`config.mk`:
```
export PLATFORM = sky130hd
export DESIGN_NAME = row_mem_rd_ctrlr
export DESIGN_NICKNAME = d
export VERILOG_FILES = /design/src/rtl/row_mem_rd_ctrlr.sv
export SDC_FILE = /design/constraint.sdc
export NUM_CORES = 1
export LEC_CHECK = 0
export ABC_AREA = 1
export ABC_CLOCK_PERIOD_IN_PS = 6650
export BUFFER_PORTS_ARGS = -buffer_cell sky130_fd_sc_hd__buf_2
export CORE_MARGIN = 3
export CORE_UTILIZATION = 60
export CTS_BUF_LIST = sky130_fd_sc_hd__clkbuf_2
export DETAILED_ROUTE_END_ITERATION = 12
export PLACE_DENSITY = 0.95
export SLEW_MARGIN = 0
export SYNTH_ARGS = -nofsm -noshare
export SYNTH_HDL_FRONTEND = slang
export SYNTH_SLANG_ARGS = --single-unit
```
`constraint.sdc`:
```
create_clock -name clk -period 6.65 [get_ports clk]
set_clock_uncertainty 0.15 [all_clocks]
set_input_delay 1.33 -clock clk [delete_from_list [all_inputs] [get_ports clk]]
set_output_delay 1.33 -clock clk [all_outputs]
set_load 0.02 [all_outputs]
```
`src/rtl/row_mem_rd_ctrlr.sv`:
```
// Read-sweep sequencer for IA/weight row memories: walks oc -> x -> kx and issues
// one registered broadcast read per accepted cycle, flagging returned data one cycle later.
module row_mem_rd_ctrlr #(
  parameter int INPUT_BW            = 8,
  parameter int IA_ROW_MEM_ADDR     = 6,
  parameter int WEIGHT_ROW_MEM_ADDR = 7,
  parameter int NUM_IA_ROW_MEM      = 96,
  parameter int NUM_WEIGHT_ROW_MEM  = 3
) (
  input  logic                           clk,
  input  logic                           resetn,
  input  logic                           start,
  output logic                           done,
  output logic                           cfg_err,
  input  logic [5:0]                     OC,
  input  logic [5:0]                     IMG_W,
  input  logic [2:0]                     K,
  input  logic [NUM_IA_ROW_MEM-1:0]      which_ia_row_mem_activate,
  input  logic                           pe_ready,
  output logic [NUM_IA_ROW_MEM-1:0]      ia_rd_en,
  output logic [IA_ROW_MEM_ADDR-1:0]     ia_rd_addr,
  output logic [NUM_WEIGHT_ROW_MEM-1:0]  weight_rd_en,
  output logic [WEIGHT_ROW_MEM_ADDR-1:0] weight_rd_addr,
  output logic                           rd_valid,
  output logic                           kx_last,
  output logic                           rd_last,
  output logic [1:0]                     dbg_state
);

  // Address arithmetic runs at 8 bits, or the entry width if that is ever wider.
  localparam int ADDR_W = (INPUT_BW > 8) ? INPUT_BW : 8;

  typedef enum logic [1:0] {S_IDLE = 2'd0, S_READ = 2'd1, S_DRAIN = 2'd2, S_DONE = 2'd3} state_t;

  state_t                           state_q, state_d;
  logic [5:0]                       oc_cfg_q, oc_cfg_d, w_cfg_q, w_cfg_d;
  logic [2:0]                       k_cfg_q, k_cfg_d;
  logic [NUM_IA_ROW_MEM-1:0]        mask_q, mask_d;
  logic [5:0]                       oc_q, oc_d, x_q, x_d;
  logic [2:0]                       kx_q, kx_d;
  logic [NUM_IA_ROW_MEM-1:0]        ia_rd_en_q, ia_rd_en_d;
  logic [IA_ROW_MEM_ADDR-1:0]       ia_rd_addr_q, ia_rd_addr_d;
  logic [NUM_WEIGHT_ROW_MEM-1:0]    weight_rd_en_q, weight_rd_en_d;
  logic [WEIGHT_ROW_MEM_ADDR-1:0]   weight_rd_addr_q, weight_rd_addr_d;
  logic                             kx_last_p_q, kx_last_p_d, rd_last_p_q, rd_last_p_d;
  logic                             rd_valid_q, rd_valid_d, kx_last_q, kx_last_d, rd_last_q, rd_last_d;
  logic                             done_q, done_d, cfg_err_q, cfg_err_d;

  logic [8:0]                       oc_k;
  logic [6:0]                       span;
  logic                             cfg_ok;
  logic                             is_kx_last, is_x_last, is_oc_last;
  logic [ADDR_W-1:0]                ia_addr_full, w_addr_full;
  logic [NUM_WEIGHT_ROW_MEM-1:0]    w_en_mask;

  assign oc_k   = 9'(OC) * 9'(K);
  assign span   = 7'(IMG_W) + 7'(K) - 7'd1;
  assign cfg_ok = (K >= 3'd1) && (K <= 3'd3) && (OC != 6'd0) && (IMG_W != 6'd0) &&
                  (span <= 7'd64) && (oc_k <= 9'd128);

  assign is_kx_last   = (kx_q == k_cfg_q - 3'd1);
  assign is_x_last    = (x_q == w_cfg_q - 6'd1);
  assign is_oc_last   = (oc_q == oc_cfg_q - 6'd1);
  assign ia_addr_full = ADDR_W'(x_q) + ADDR_W'(kx_q);
  assign w_addr_full  = ADDR_W'(oc_q) * ADDR_W'(k_cfg_q) + ADDR_W'(kx_q);

  always_comb begin
    w_en_mask = '0;
    for (int i = 0; i < NUM_WEIGHT_ROW_MEM; i++) w_en_mask[i] = (i < int'(k_cfg_q));
  end

  // Handshake: pe_ready is the ready half of a valid/ready pair whose valid is
  // "FSM in READ". A read transfers on a rising edge only when both hold; on any
  // other edge all rd_en go low and the oc/x/kx counters keep their value.
  always_comb begin
    state_d          = state_q;
    oc_cfg_d         = oc_cfg_q;
    w_cfg_d          = w_cfg_q;
    k_cfg_d          = k_cfg_q;
    mask_d           = mask_q;
    oc_d             = oc_q;
    x_d              = x_q;
    kx_d             = kx_q;
    ia_rd_en_d       = '0;
    ia_rd_addr_d     = ia_rd_addr_q;
    weight_rd_en_d   = '0;
    weight_rd_addr_d = weight_rd_addr_q;
    kx_last_p_d      = 1'b0;
    rd_last_p_d      = 1'b0;
    rd_valid_d       = (|ia_rd_en_q) || (|weight_rd_en_q);
    kx_last_d        = kx_last_p_q;
    rd_last_d        = rd_last_p_q;
    done_d           = 1'b0;
    cfg_err_d        = 1'b0;
    case (state_q)
      S_IDLE: begin
        if (start) begin
          oc_cfg_d = OC;
          w_cfg_d  = IMG_W;
          k_cfg_d  = K;
          mask_d   = which_ia_row_mem_activate;
          oc_d     = '0;
          x_d      = '0;
          kx_d     = '0;
          if (cfg_ok) begin
            state_d = S_READ;
          end else begin
            state_d   = S_DONE;
            done_d    = 1'b1;
            cfg_err_d = 1'b1;
          end
        end
      end
      S_READ: begin
        if (pe_ready) begin
          ia_rd_en_d       = mask_q;
          ia_rd_addr_d     = IA_ROW_MEM_ADDR'(ia_addr_full);
          weight_rd_en_d   = w_en_mask;
          weight_rd_addr_d = WEIGHT_ROW_MEM_ADDR'(w_addr_full);
          kx_last_p_d      = is_kx_last;
          rd_last_p_d      = is_kx_last && is_x_last && is_oc_last;
          if (!is_kx_last) begin
            kx_d = kx_q + 3'd1;
          end else begin
            kx_d = '0;
            if (!is_x_last) begin
              x_d = x_q + 6'd1;
            end else begin
              x_d = '0;
              if (!is_oc_last) begin
                oc_d = oc_q + 6'd1;
              end else begin
                oc_d    = '0;
                state_d = S_DRAIN;
              end
            end
          end
        end
      end
      S_DRAIN: state_d = S_DONE;
      default: begin
        // An illegal config already pulsed done while entering DONE; only a real sweep pulses here.
        state_d = S_IDLE;
        done_d  = !cfg_err_q;
      end
    endcase
  end

  always_ff @(posedge clk) begin
    if (!resetn) begin
      state_q          <= S_IDLE;
      oc_cfg_q         <= '0;
      w_cfg_q          <= '0;
      k_cfg_q          <= '0;
      mask_q           <= '0;
      oc_q             <= '0;
      x_q              <= '0;
      kx_q             <= '0;
      ia_rd_en_q       <= '0;
      ia_rd_addr_q     <= '0;
      weight_rd_en_q   <= '0;
      weight_rd_addr_q <= '0;
      kx_last_p_q      <= 1'b0;
      rd_last_p_q      <= 1'b0;
      rd_valid_q       <= 1'b0;
      kx_last_q        <= 1'b0;
      rd_last_q        <= 1'b0;
      done_q           <= 1'b0;
      cfg_err_q        <= 1'b0;
    end else begin
      state_q          <= state_d;
      oc_cfg_q         <= oc_cfg_d;
      w_cfg_q          <= w_cfg_d;
      k_cfg_q          <= k_cfg_d;
      mask_q           <= mask_d;
      oc_q             <= oc_d;
      x_q              <= x_d;
      kx_q             <= kx_d;
      ia_rd_en_q       <= ia_rd_en_d;
      ia_rd_addr_q     <= ia_rd_addr_d;
      weight_rd_en_q   <= weight_rd_en_d;
      weight_rd_addr_q <= weight_rd_addr_d;
      kx_last_p_q      <= kx_last_p_d;
      rd_last_p_q      <= rd_last_p_d;
      rd_valid_q       <= rd_valid_d;
      kx_last_q        <= kx_last_d;
      rd_last_q        <= rd_last_d;
      done_q           <= done_d;
      cfg_err_q        <= cfg_err_d;
    end
  end

  assign done           = done_q;
  assign cfg_err        = cfg_err_q;
  assign ia_rd_en       = ia_rd_en_q;
  assign ia_rd_addr     = ia_rd_addr_q;
  assign weight_rd_en   = weight_rd_en_q;
  assign weight_rd_addr = weight_rd_addr_q;
  assign rd_valid       = rd_valid_q;
  assign kx_last        = kx_last_q;
  assign rd_last        = rd_last_q;
  assign dbg_state      = state_q;

endmodule

```
## Word-level counts from Yosys, hierarchy flattened

Index checks and enable logic that the tools add are counted.
Widths: inputs -> output; s select.

| word-level totals | value |
|---|---|
| output and inout port bits | 119 |
| input bits | 115 |
| word-level logic and storage cells | 96 |
| flip-flop bits (word level) | 247 |

| operators by class | value |
|---|---|
| multiplexer cells | 24 |
| equal/unequal tests | 10 |
| $lt $le $gt $ge | 7 |
| $mul | 2 |
| add/subtract/negate cells | 10 |
| reductions and logical operators | 24 |

Operators by type and width:

| kind | count |
|---|---|
| $reduce_or 96->1 | 1 |
| $mux 6 | 8 |
| $pmux 6 s2 | 2 |
| $add 6x1->6 const B | 2 |
| $eq 6x6->1 | 2 |
| $mux 2 | 6 |
| $reduce_bool 6->1 | 2 |
| $sub 6x1->6 const B | 2 |
| $ne 2x2->1 const B | 5 |
| $reduce_and 5->1 | 2 |
| $le 9x8->1 const B | 1 |
| $mul 6x3->9 | 1 |
| $mux 3 | 3 |
| $add 6x3->7 | 1 |
| $add 7x3->7 | 1 |
| $le 7x7->1 const B | 1 |
| $logic_and 1x1->1 | 7 |
| $mul 6x3->7 | 1 |
| $sub 7x1->7 const B | 1 |
| $add 6x3->6 | 1 |
| $lt 1x3->1 const A | 2 |
| $pmux 2 s3 | 1 |
| $pmux 3 s2 | 1 |
| $reduce_and 2->1 | 3 |
| other kinds (18) | 20 |

## Longest topological paths before layout

Gate-level depths: netlist (run 1).

| logic depth | value |
|---|---|
| depth in word-level cells | 9 |
| gate-level depth with buffers | 19 |
| gate-level depth less buffers | 18 |

## Worst setup path after synthesis (run 1)

Ideal clock, no wire load.

| path | value |
|---|---|
| kind | in2reg |
| start point | in K[2] |
| end point | reg state_q[1] (netlist: dbg_state[1]) |
| stages on the path | 16 |
| arrival time | 3.487 ns |
| library setup time | 0.123 ns |
| path slack | 2.889 ns |
| path buffers | 1 |
| data required time | 6.377 ns |
| cell sequence | clkbuf_1 nand2_1 fa_1 inv_1 ha_1 fa_1 nor2_1 nand2_1 nor2_1 nand3_1 nand2_1 nand3_1 nand2_1 nand2_1 nand2_1 a21oi_1 |

| on the way | value |
|---|---|
| cells in the longest elaborated chain, start to end | 9 |
| elaborated cells on any way between the ends | 15 |
| those cells by class | add/sub: 2; mul: 1; order compare: 4; mux: 3; reduce/logical: 5 |

Ends and longest elaborated chain:

| element | RTL line | source |
|---|---|---|
| from (decl) | 17 | `input logic [2:0] K,` |
| parallel branches: the longest is 5 deep, another holds $mul 6x3->9 | n/a |  |
| $logic_and 1x1->1 * | 59 | `(span <= 7'd64) && (oc_k <= 9'd128);` |
| $mux 2 * | 105 | `if (cfg_ok) begin` |
| $mux 2 * | 97 | `if (start) begin` |
| $pmux 2 s3 * | 95 | `case (state_q)` |
| to (signal assigned) | 171 | `state_q <= state_d;` |
| to (decl) | 35 | `state_t state_q, state_d;` |

Every way passes the cells marked *. The select of a mux whose other input is x is not followed.
A chain may end at the register's enable or synchronous reset.

## Final worst setup path (run 1)

| path | value |
|---|---|
| start point | reg k_cfg_q[2] |
| end point | reg weight_rd_addr_q[6] (netlist: weight_rd_addr[6]) |

| on the way | value |
|---|---|
| cells in the longest elaborated chain, start to end | 2 |

Ends and longest elaborated chain:

| element | RTL line | source |
|---|---|---|
| from (decl) | 37 | `logic [2:0] k_cfg_q, k_cfg_d;` |
| from (signal assigned) | 174 | `k_cfg_q <= k_cfg_d;` |
| $mul 6x3->7 | 65 | `assign w_addr_full = ADDR_W'(oc_q) * ADDR_W'(k_cfg_q) + ADDR_W'(kx_q);` |
| $add 7x3->7 | 65 |  |
| to (signal assigned) | 182 | `weight_rd_addr_q <= weight_rd_addr_d;` |
| to (decl) | 44 | `logic [WEIGHT_ROW_MEM_ADDR-1:0] weight_rd_addr_q, weight_rd_addr_d;` |

No other way between the ends.

==> flow_summary.ini, run 1 <==
[outcome]
status = finished, final reports clean

[synthesis]
synth_nets = 1437
syn_inst = 1267
post_synth.cell_area_avg_um2 = 8.01
synth_area_um2 = 10200
yosys.cell_types.count = 39
synth-edff-count = 0
ys.warnings.count = 0
synth_top_area_share_pct = 48.7
synth_ff_type = dfxtp_1
synth_top_cell_by_area = dfxtp_1
synth.top_cells.by_area = dfxtp_1 49%, inv_1 7.1%, a21oi_1 6.6%
ys_seq_elements = 247
synth-async-reset-ratio_pct = 0
yosys-top-cells-count = 247 x dfxtp_1, 193 x inv_1, 157 x nor2_1, 150 x nand2_1, 133 x a21oi_1
seq_area_frac_synth_pct = 48.7
synth.most_common_cell = dfxtp_1

[placement]
dpl.hpwl_um = 18300
placed_cells = 1659
portBuffers = 233
gp_congestion = 0.891

[worst_setup_path]
crit_fanout = 10
crit_type = flop to flop
path_depth = 11
cp_data_required_time_ns = 7.15
cp_data_arrival_time_ns = 3.77
path_delay_family = adder cells
critPathMaxStageDelay_ns = 0.63
worstSetupStartpointType = flop
cp-end-kind = flop
path_buf_inv = 1
cp_slowest_cell = dfxtp_1
cp_cell_sequence = nand2_1 -> fa_1 -> fa_1 -> inv_1 -> ha_1 -> nand3_1 -> nand3_1 -> a21o_1 -> a21oi_1 -> xnor2_1 -> a21oi_1
r2r_cells = 11

[finish]
stdcell_count = 1764
drive_gt1_share_pct = 23.2
fill_cells = 1163
syn_to_final_growth_pct = 17.5
fin_nets = 1672

[floorplan]
rows = 46
ios = 234
start_util_pct = 62.6
die_y_um = 136
core-area_um2 = 16200
die_w_um = 136
dieArea_um2 = 18500

[global_routing]
grt_pass1_wl_um = 40000
grt_usage_pct = 26.6
antenna_found_initial = 2
grt_max_degree = 121
first_global_vias = 8792
grt_overflow = 0

[timing]
fmax_mhz = 306
hold_violations = 0
finalSetupTns_ns = 0
rsz0062_at_grt = no
fin_crit_sh_pct = 49.1
worstMarginPinSlew_ns = 1.12
slew_headroom_pct = 25.0
final_max_slew_viol_count = 0
min_period_ns = 3.27
setup_viol = 0

[detailed_routing]
vias = 9324
drc = 0
wire_per_inst_um = 14.6
totalWireLength_um = 25800
first_pass_iters = 5
drt-initial-drc-count = 592
via_per_inst = 5.29
drtAntennaViolNets = 0

[pwr]
p_per_area_nw_per_um2 = 323
p_leak_nw = 5.97
ir_drop_mv = 0.159

[clock_network]
cts_buffers = 57
cts_tree = done
cts-root-buf = clkbuf_2
clk_latency_ns = 0.80
htree_num_levels = 2
ctsResizeCount = 0
cts.clk_slew.worst_paths_ns = 0.12
hold_buffers = 0
cts_buffer_depth = 3
post_cts_buffers = 0
cts_num_sinks = 247

[flow_run]
drv_cap = 0

[worst_hold_path]
whs_path_depth = 2
hold_path_class = flop to flop
placed cells by master (no fill, tap or decap), drive strengths merged, types with 4 or more instances in the layout:
cell,netlist,final
dfxtp,247,247
buf,10,235
inv,206,207
nor2,160,160
nand2,155,155
a21oi,136,136
o21ai,128,128
clkbuf,49,82
ha,42,42
nand3,39,39
nor4,25,25
xor2,19,19
clkinv,1,19
fa,13,13
nand4,12,12
xnor2,7,7
nor3,6,6
nand3b,4,4
logic make-up after synthesis:
family | synth area share, %
and+or+nand+nor | 17.2
AOI/OAI and AO/OA | 13.8
buffers and inverters | 10.2
DFF | 48.7
adders and majority gates | 7.74
xor gates and xnor gates | 2.32
routing by layer:
| metal | vias to the layer above | routed length, um | GRT usage [%] |
|---|---|---|---|
| met3 | 71 | 1880 | 5.29 |
| met1 | 4309 | 10400 | 31.9 |
| met5 | - | 0 | 0 |
| met4 | 0 | 726 | 10.0 |
| met2 | 423 | 12800 | 47.0 |
| li1 | 4521 | - | - |
cell type report:
class	instances	area [um^2]	area share [%]
Tap cell	216	270	2.27
Multi-Input combinational cell	754	4190	35.1
Inverter	207	782	6.56
Sequential cell	247	4940	41.5
Timing Repair Buffer	235	1180	9.92
Clock inverter	21	141	1.19
Clock buffer	82	410	3.44
Antenna cell	2	5.00	0.0420
worst register-to-register path, cell delays in order, from the launching register on:
cell and delay, ns:
dfxtp_1 0.63, nand2_1 0.15, fa_1 0.53, fa_1 0.51, inv_1 0.07, ha_1 0.30, nand3_1 0.08, nand3_1 0.10
a21o_1 0.17, a21oi_1 0.17, xnor2_1 0.15, a21oi_1 0.09
state kept, by name, summed over array words and instances (netlist names):
register        count
x_q                 6
dbg_state           2
ia_rd_addr          6
kx_last_d           1
ia_rd_en           96
mask_q             96
k_cfg_q             3
rd_valid            1
oc_q                6
cfg_err             1
rd_last_d           1
weight_rd_addr      7
rd_last             1
oc_cfg_q            6
w_cfg_q             6
done                1
kx_last             1
weight_rd_en        3
kx_q                3
stage by stage:
step	total power, W	setup slack (ns)	util (%)	cell area (um^2)	hold slack [ns]
final	0.00385	3.38	73.5	11900	0.267
after global routing	0.00410	3.26	73.5	11900	0.269
after CTS	0.00386	3.40	73.5	11900	0.268
after detailed placement	0.00287	2.72	70.1	11400	0.254
after global placement	0.00281	2.81	70.1	11400	0.247
after floorplan	0.00261	2.89	-	10200	0.240
path summary, 6_finish.rpt:
path                    from           endpoint  slack (ns)
setup / recovery  k_cfg_q[2]  weight_rd_addr[6]        3.38
hold / removal     mask_q[5]        ia_rd_en[5]        0.27
setup reg to reg  k_cfg_q[2]  weight_rd_addr[6]        3.38
hold reg to reg    mask_q[5]        ia_rd_en[5]        0.27
power by group:
group / switching (W) / internal [W]
clock: 0.000576 / 0.000413
sequential: 0.000116 / 0.00171
combinational: 0.000692 / 0.000340
total: 0.00138 / 0.00247
Note: power is estimated with default switching activity, not from simulation.
==> run 2: changes to the inputs <==
--- a/config.mk
+++ b/config.mk
@@ -5,14 +5,14 @@
 export SDC_FILE = /design/constraint.sdc
 export NUM_CORES = 1
 export LEC_CHECK = 0
-export ABC_AREA = 1
-export ABC_CLOCK_PERIOD_IN_PS = 6650
+export ABC_AREA = 0
+export ABC_CLOCK_PERIOD_IN_PS = 2800
 export BUFFER_PORTS_ARGS = -buffer_cell sky130_fd_sc_hd__buf_2
 export CORE_MARGIN = 3
-export CORE_UTILIZATION = 60
+export CORE_UTILIZATION = 50
 export CTS_BUF_LIST = sky130_fd_sc_hd__clkbuf_2
 export DETAILED_ROUTE_END_ITERATION = 12
-export PLACE_DENSITY = 0.95
+export PLACE_DENSITY = 0.87
 export SLEW_MARGIN = 0
 export SYNTH_ARGS = -nofsm -noshare
 export SYNTH_HDL_FRONTEND = slang
==> constraint.sdc (replaced) <==
create_clock -name clk -period 2.8 [get_ports clk]
set_clock_uncertainty 0.15 [all_clocks]
set_input_delay 0.56 -clock clk [delete_from_list [all_inputs] [get_ports clk]]
set_output_delay 0.56 -clock clk [all_outputs]
set_load 0.02 [all_outputs]
==> flow_summary.ini, run 2 <==
[outcome]
status = finished, final reports clean

[synthesis]
yosys.cell_types.count = 52
ys.warnings.count = 0
synth_top_area_share_pct = 48.7
synth_ff_type = dfxtp_1
seq_area_frac_synth_pct = 48.7
synth-edff-count = 0
synth_top_cell_by_area = dfxtp_1
ys_seq_elements = 247
synth-async-reset-ratio_pct = 0
post_synth.cell_area_avg_um2 = 8.61
synth.most_common_cell = nand2_1
synth_area_um2 = 10200
synth.top_cells.by_area = dfxtp_1 49%, nand2_1 10%, a21oi_1 6.6%
synth_nets = 1349
yosys-top-cells-count = 281 x nand2_1, 247 x dfxtp_1, 133 x a21oi_1, 99 x and3_1, 69 x clkbuf_1
syn_inst = 1179

[pwr]
ir_drop_mv = 0.330
seqPwrFrac_pct = 45.0
p_sw_w = 0.00327
power.total_w = 0.00909
p_leak_nw = 6.58
comb_power_share_pct = 28.9
swShare_pct = 35.9
p_per_area_nw_per_um2 = 668
pwr-share-clk_pct = 26.0
internal-power_w = 0.00582

[clock_network]
htree_num_levels = 2
clk_latency_ns = 0.81
cts.clk_slew.worst_paths_ns = 0.09
cts_buffers = 59
cts_tree = done
cts_num_sinks = 247
cts-root-buf = clkbuf_2
cts_buffer_depth = 3

[floorplan]
die_w_um = 149
rows = 51
die_y_um = 149
start_util_pct = 51.5
core-area_um2 = 19700
dieArea_um2 = 22100
ios = 234

[global_routing]
antenna_found_initial = 3
grt_pass1_wl_um = 48900
grt_max_degree = 94
first_global_vias = 10115
grt_usage_pct = 26.9
grt_overflow = 0

[detailed_routing]
drt-initial-drc-count = 546
drc = 0
totalWireLength_um = 31100
drtAntennaViolNets = 0
first_pass_iters = 7
via_per_inst = 5.40
wire_per_inst_um = 16.6
vias = 10109

[finish]
stdcell_count = 1871
final_cell_mix = 277 x nand2_1, 241 x dfxtp_1, 233 x buf_2
fin_nets = 1724
drive_gt1_share_pct = 25.7
final_area_um2 = 13600
final_common_cell = nand2_1
syn_to_final_growth_pct = 33.9

[worst_setup_path]
crit_fanout = 4
crit_type = primary input to flop
worstSetupStartpointType = primary input
cp_data_required_time_ns = 3.31
cp_data_arrival_time_ns = 3.28
cp-end-kind = flop

[timing]
final_max_slew_viol_count = 0
fmax_mhz = 362
setup_viol = 0
worstMarginPinSlew_ns = 0.641
holdWs_ns = 0.147
fin_crit_sh_pct = 98.8
slew_headroom_pct = 57.3
min_period_ns = 2.77
hold_violations = 0

[placement]
portBuffers = 233
gp_congestion = 0.868
placed_cells = 1647
dpl.hpwl_um = 18900
place_area_um2 = 11800

[worst_hold_path]
hold_path_class = primary input to flop

[flow_run]
drv_cap = 0
==> run 2: final cells by class <==
| class | instances | area (um^2) |
|---|---|---|
| Multi-Input combinational cell | 799 | 4840 |
| Sequential cell | 247 | 4950 |
| Tap cell | 265 | 332 |
| Clock buffer | 88 | 440 |
| Inverter | 55 | 209 |
| Fill cell | 1432 | 6120 |
| Timing Repair Buffer | 392 | 2700 |
| Antenna cell | 4 | 10.0 |
| Clock inverter | 21 | 116 |
==> run 2: final timing paths <==
| check | startpoint | to | slack, ns | cells after the start |
|---|---|---|---|---|
| max reg2reg | k_cfg_q[2] | weight_rd_addr[5] | 0.12 | 11 |
| min reg2reg | mask_q[78] | mask_q[78] | 0.30 | 2 |
| min | K[1] | k_cfg_q[1] | 0.15 | 4 |
| max | OC[4] | done | 0.03 | 13 |
==> run 2: worst max-delay path, stage by stage <==
cell and delay (ns):
dlygate4sd3_1 0.52, buf_2 0.13, nand2_1 0.06, fa_1 0.47
inv_1 0.06, ha_4 0.16, buf_4 0.14, a211oi_2 0.20
o21bai_1 0.12, a2111oi_4 0.38, inv_1 0.13, o31ai_2 0.23
a21oi_1 0.09
==> run 2: timing repair <==
action	4_1_cts	5_1_grt
hold endpoints to repair	116	0
hold buffers	110	0
setup endpoints to repair	0	6
buffers inserted	0	1
gates resized for setup	0	15
==> run 2: metrics by stage <==
stage | utilization [%] | setup TNS, ns | setup WS [ns]
after floorplan | - | -0.930 | -0.336
after global placement | 60.0 | -1.32 | -0.467
after detailed placement | 60.0 | -1.49 | -0.526
after CTS | 68.4 | 0 | 0.0543
after global routing | 68.9 | -0.0263 | -0.0174
final | 68.9 | 0 | 0.0343
==> run 2: power by group through the flow <==
stage	Clock, W	Sequential [W]	Combinational, W
finish	0.00237	0.00409	0.00263
global route	0.00262	0.00414	0.00288
floorplan	0	0.00418	0.00158
global placement	0	0.00414	0.00234
detailed placement	0	0.00416	0.00241
CTS	0.00241	0.00408	0.00254
==> run 2: cells by family (layout without fill, tap and decap cells) <==
group                      count (synthesis)  after routing  share of synthesized area [%]
and+or+nand+nor                          512            512                           24.0
DFF                                      247            247                           48.7
AOI/OAI and AO/OA                        190            190                           10.7
buffers and inverters                    133            556                           5.03
adders and majority gates                 55             55                           7.74
xor gates and xnor gates                  39             39                           3.50
muxes                                      3              3                          0.296
other                                      0              4                              0
==> run 2: layer usage <==
metal	up-vias	share of wire (%)	GRT usage, %
met3	134	7.9	6.52
met1	4693	39	31.5
met4	0	5.3	14.5
met5	-	0	0
li1	4750	-	-
met2	532	48	45.5
==> run 3: changes to the inputs <==
--- a/config.mk
+++ b/config.mk
@@ -12,6 +12,7 @@
 export CORE_UTILIZATION = 50
 export CTS_BUF_LIST = sky130_fd_sc_hd__clkbuf_2
 export DETAILED_ROUTE_END_ITERATION = 12
+export GPL_TIMING_DRIVEN = 0
 export PLACE_DENSITY = 0.87
 export SLEW_MARGIN = 0
 export SYNTH_ARGS = -nofsm -noshare
==> constraint.sdc (replaced) <==
create_clock -name clk -period 2.8 [get_ports clk]
set_clock_uncertainty 0.15 [all_clocks]
set_input_delay 0.14 -clock clk [delete_from_list [all_inputs] [get_ports clk]]
set_output_delay 0.14 -clock clk [all_outputs]
set_load 0.02 [all_outputs]
==> flow_summary.ini, run 3 (synthesized netlist as in run 2, its figures left out) <==
[placement]
portBuffers = 230
dpl.hpwl_um = 21300
gp_congestion = 0.909

[global_routing]
grt_overflow = 0
grt_usage_pct = 33.7
grt_pass1_wl_um = 59300
grt_max_degree = 18
antenna_found_initial = 3
first_global_vias = 11706

[worst_setup_path]
cp-end-kind = flop
worstSetupStartpointType = flop
critPathMaxStageDelay_ns = 0.53
cp_slowest_cell = fa_1
rrSetupSlack_ns = -0.27
crit_fanout = 8
rr_endpoint = weight_rd_addr[5]
path_delay_family = adder cells
cp_data_arrival_time_ns = 3.66
startpoint = oc_q[2]
cp_data_required_time_ns = 3.40
r2r_cells = 12
critical_path.endpoint = weight_rd_addr[5]
reg2reg_from = oc_q[2]
cp_cell_sequence = buf_8 -> nand2_4 -> fa_1 -> fa_1 -> inv_2 -> fa_2 -> a21oi_2 -> nor2_1 -> nor2_1 -> xnor2_1 -> nand2_1 -> a21oi_2
crit_type = flop to flop
path_depth = 12
path_buf_inv = 2

[detailed_routing]
totalWireLength_um = 39000
drc = 0
wire_per_inst_um = 19.2
via_per_inst = 5.55
drtAntennaViolNets = 0
first_pass_iters = 7
drt-initial-drc-count = 901
vias = 11281

[timing]
fin_crit_sh_pct = 110
min_period_ns = 3.07
hold_violations = 0
holdWs_ns = 0.0738
slew_headroom_pct = 44.5
final_max_slew_viol_count = 0
worstMarginPinSlew_ns = 0.833
fmax_mhz = 326
setup_viol = 3
rsz0062_at_grt = yes
fin_ws_ns = -0.267
finalSetupTns_ns = -0.332

[clock_network]
cts_buffers = 58
cts-root-buf = clkbuf_2
clk_latency_ns = 0.91
cts_buffer_depth = 3
htree_num_levels = 2
cts_tree = done
cts_num_sinks = 247
cts.clk_slew.worst_paths_ns = 0.09

[worst_hold_path]
hold_path_class = primary input to flop

[floorplan]
die_y_um = 149
start_util_pct = 51.5
ios = 234
core-area_um2 = 19700
dieArea_um2 = 22100
rows = 51
die_w_um = 149

[pwr]
ir_drop_mv = 0.272
p_leak_nw = 7.06
power.total_w = 0.00943
p_per_area_nw_per_um2 = 632

[outcome]
failed_checks = setup timing
status = finished with violations

[finish]
final_cell_mix = 278 x nand2_1, 242 x dfxtp_1, 242 x dlygate4sd3_1
syn_to_final_growth_pct = 46.9
final_common_cell = nand2_1
drive_gt1_share_pct = 21.5
fin_nets = 1894

[flow_run]
drv_cap = 0
==> run 3: cell count changes in the layout (fill, tap and decap cells not counted), moves of 5 or more <==
cell | before | now
buf_12 | 5 | 0
buf_1 | 0 | 5
buf_4 | 44 | 15
dlygate4sd3_1 | 110 | 242
clkbuf_2 | 88 | 82
clkbuf_1 | 0 | 58
==> run 3: final cells by class <==
| type | instances | area, um^2 |
|---|---|---|
| clock buffers | 81 | 405 |
| clock inverters | 20 | 116 |
| repair buffers | 486 | 3690 |
| inverters | 55 | 206 |
| diodes | 3 | 7.51 |
| plain buffers | 77 | 382 |
| well taps | 265 | 332 |
| flip-flops and latches | 247 | 4950 |
| fillers | 1231 | 4800 |
| multi-input cells | 799 | 4830 |
==> run 3: routing by layer <==
layer	global-route usage [%]	vias to the layer above	wire (um)
li1	-	5095	-
met1	35.6	5199	13300
met2	58.4	752	19100
met3	9.93	235	3930
met4	21.7	0	2620
met5	0	-	0
==> run 3: worst min-delay path by stage <==
stage	startpoint	to	slack, ns	depth (start not counted)
6_report	K[2]	cfg_err	0.07	8
5_1_grt	K[0]	k_cfg_q[0]	0.10	4
4_1_cts	K[0]	k_cfg_q[0]	0.10	4
3_5_place_dp	which_ia_row_mem_activate[3]	mask_q[3]	0.24	3
3_3_place_gp	which_ia_row_mem_activate[95]	mask_q[95]	0.23	3
2_1_floorplan	which_ia_row_mem_activate[0]	mask_q[0]	0.13	2
==> run 3: power by group <==
part / internal [W] / total [W] / switching [W]
Clock: 0.000885 / 0.00237 / 0.00148
Sequential: 0.00387 / 0.00412 / 0.000251
Combinational: 0.00114 / 0.00294 / 0.00181
Total: 0.00589 / 0.00943 / 0.00354
==> run 3: timing repair <==
item	4_1_cts	5_1_grt
endpoints found under the hold margin	173	0
hold buffers	243	0
endpoints found under the setup margin	3	19
resized for setup	11	30
pin swaps	12	14
buffers inserted	6	7
==> run 3: through the flow <==
stage | cell area [um^2] | std cells | worst slack, ns | utilization, %
floorplan | 10300 | 1179 | 0.00401 | -
global placement | 11700 | 1674 | -0.228 | 59.5
detailed placement | 11700 | 1674 | -0.283 | 59.5
CTS | 14800 | 2024 | -0.122 | 74.9
global route | 14900 | 2033 | -0.363 | 75.7
finish | 14900 | 2033 | -0.267 | 75.7
==> run 3: tightest hold or removal path: stages <==
cell and delay (ns):
dlymetal6s4s_1 0.20, buf_8 0.14, nor2_1 0.04, o21ai_0 0.17, a2111oi_4 0.09, inv_1 0.07, nor3_1 0.05, nor3_1 0.11
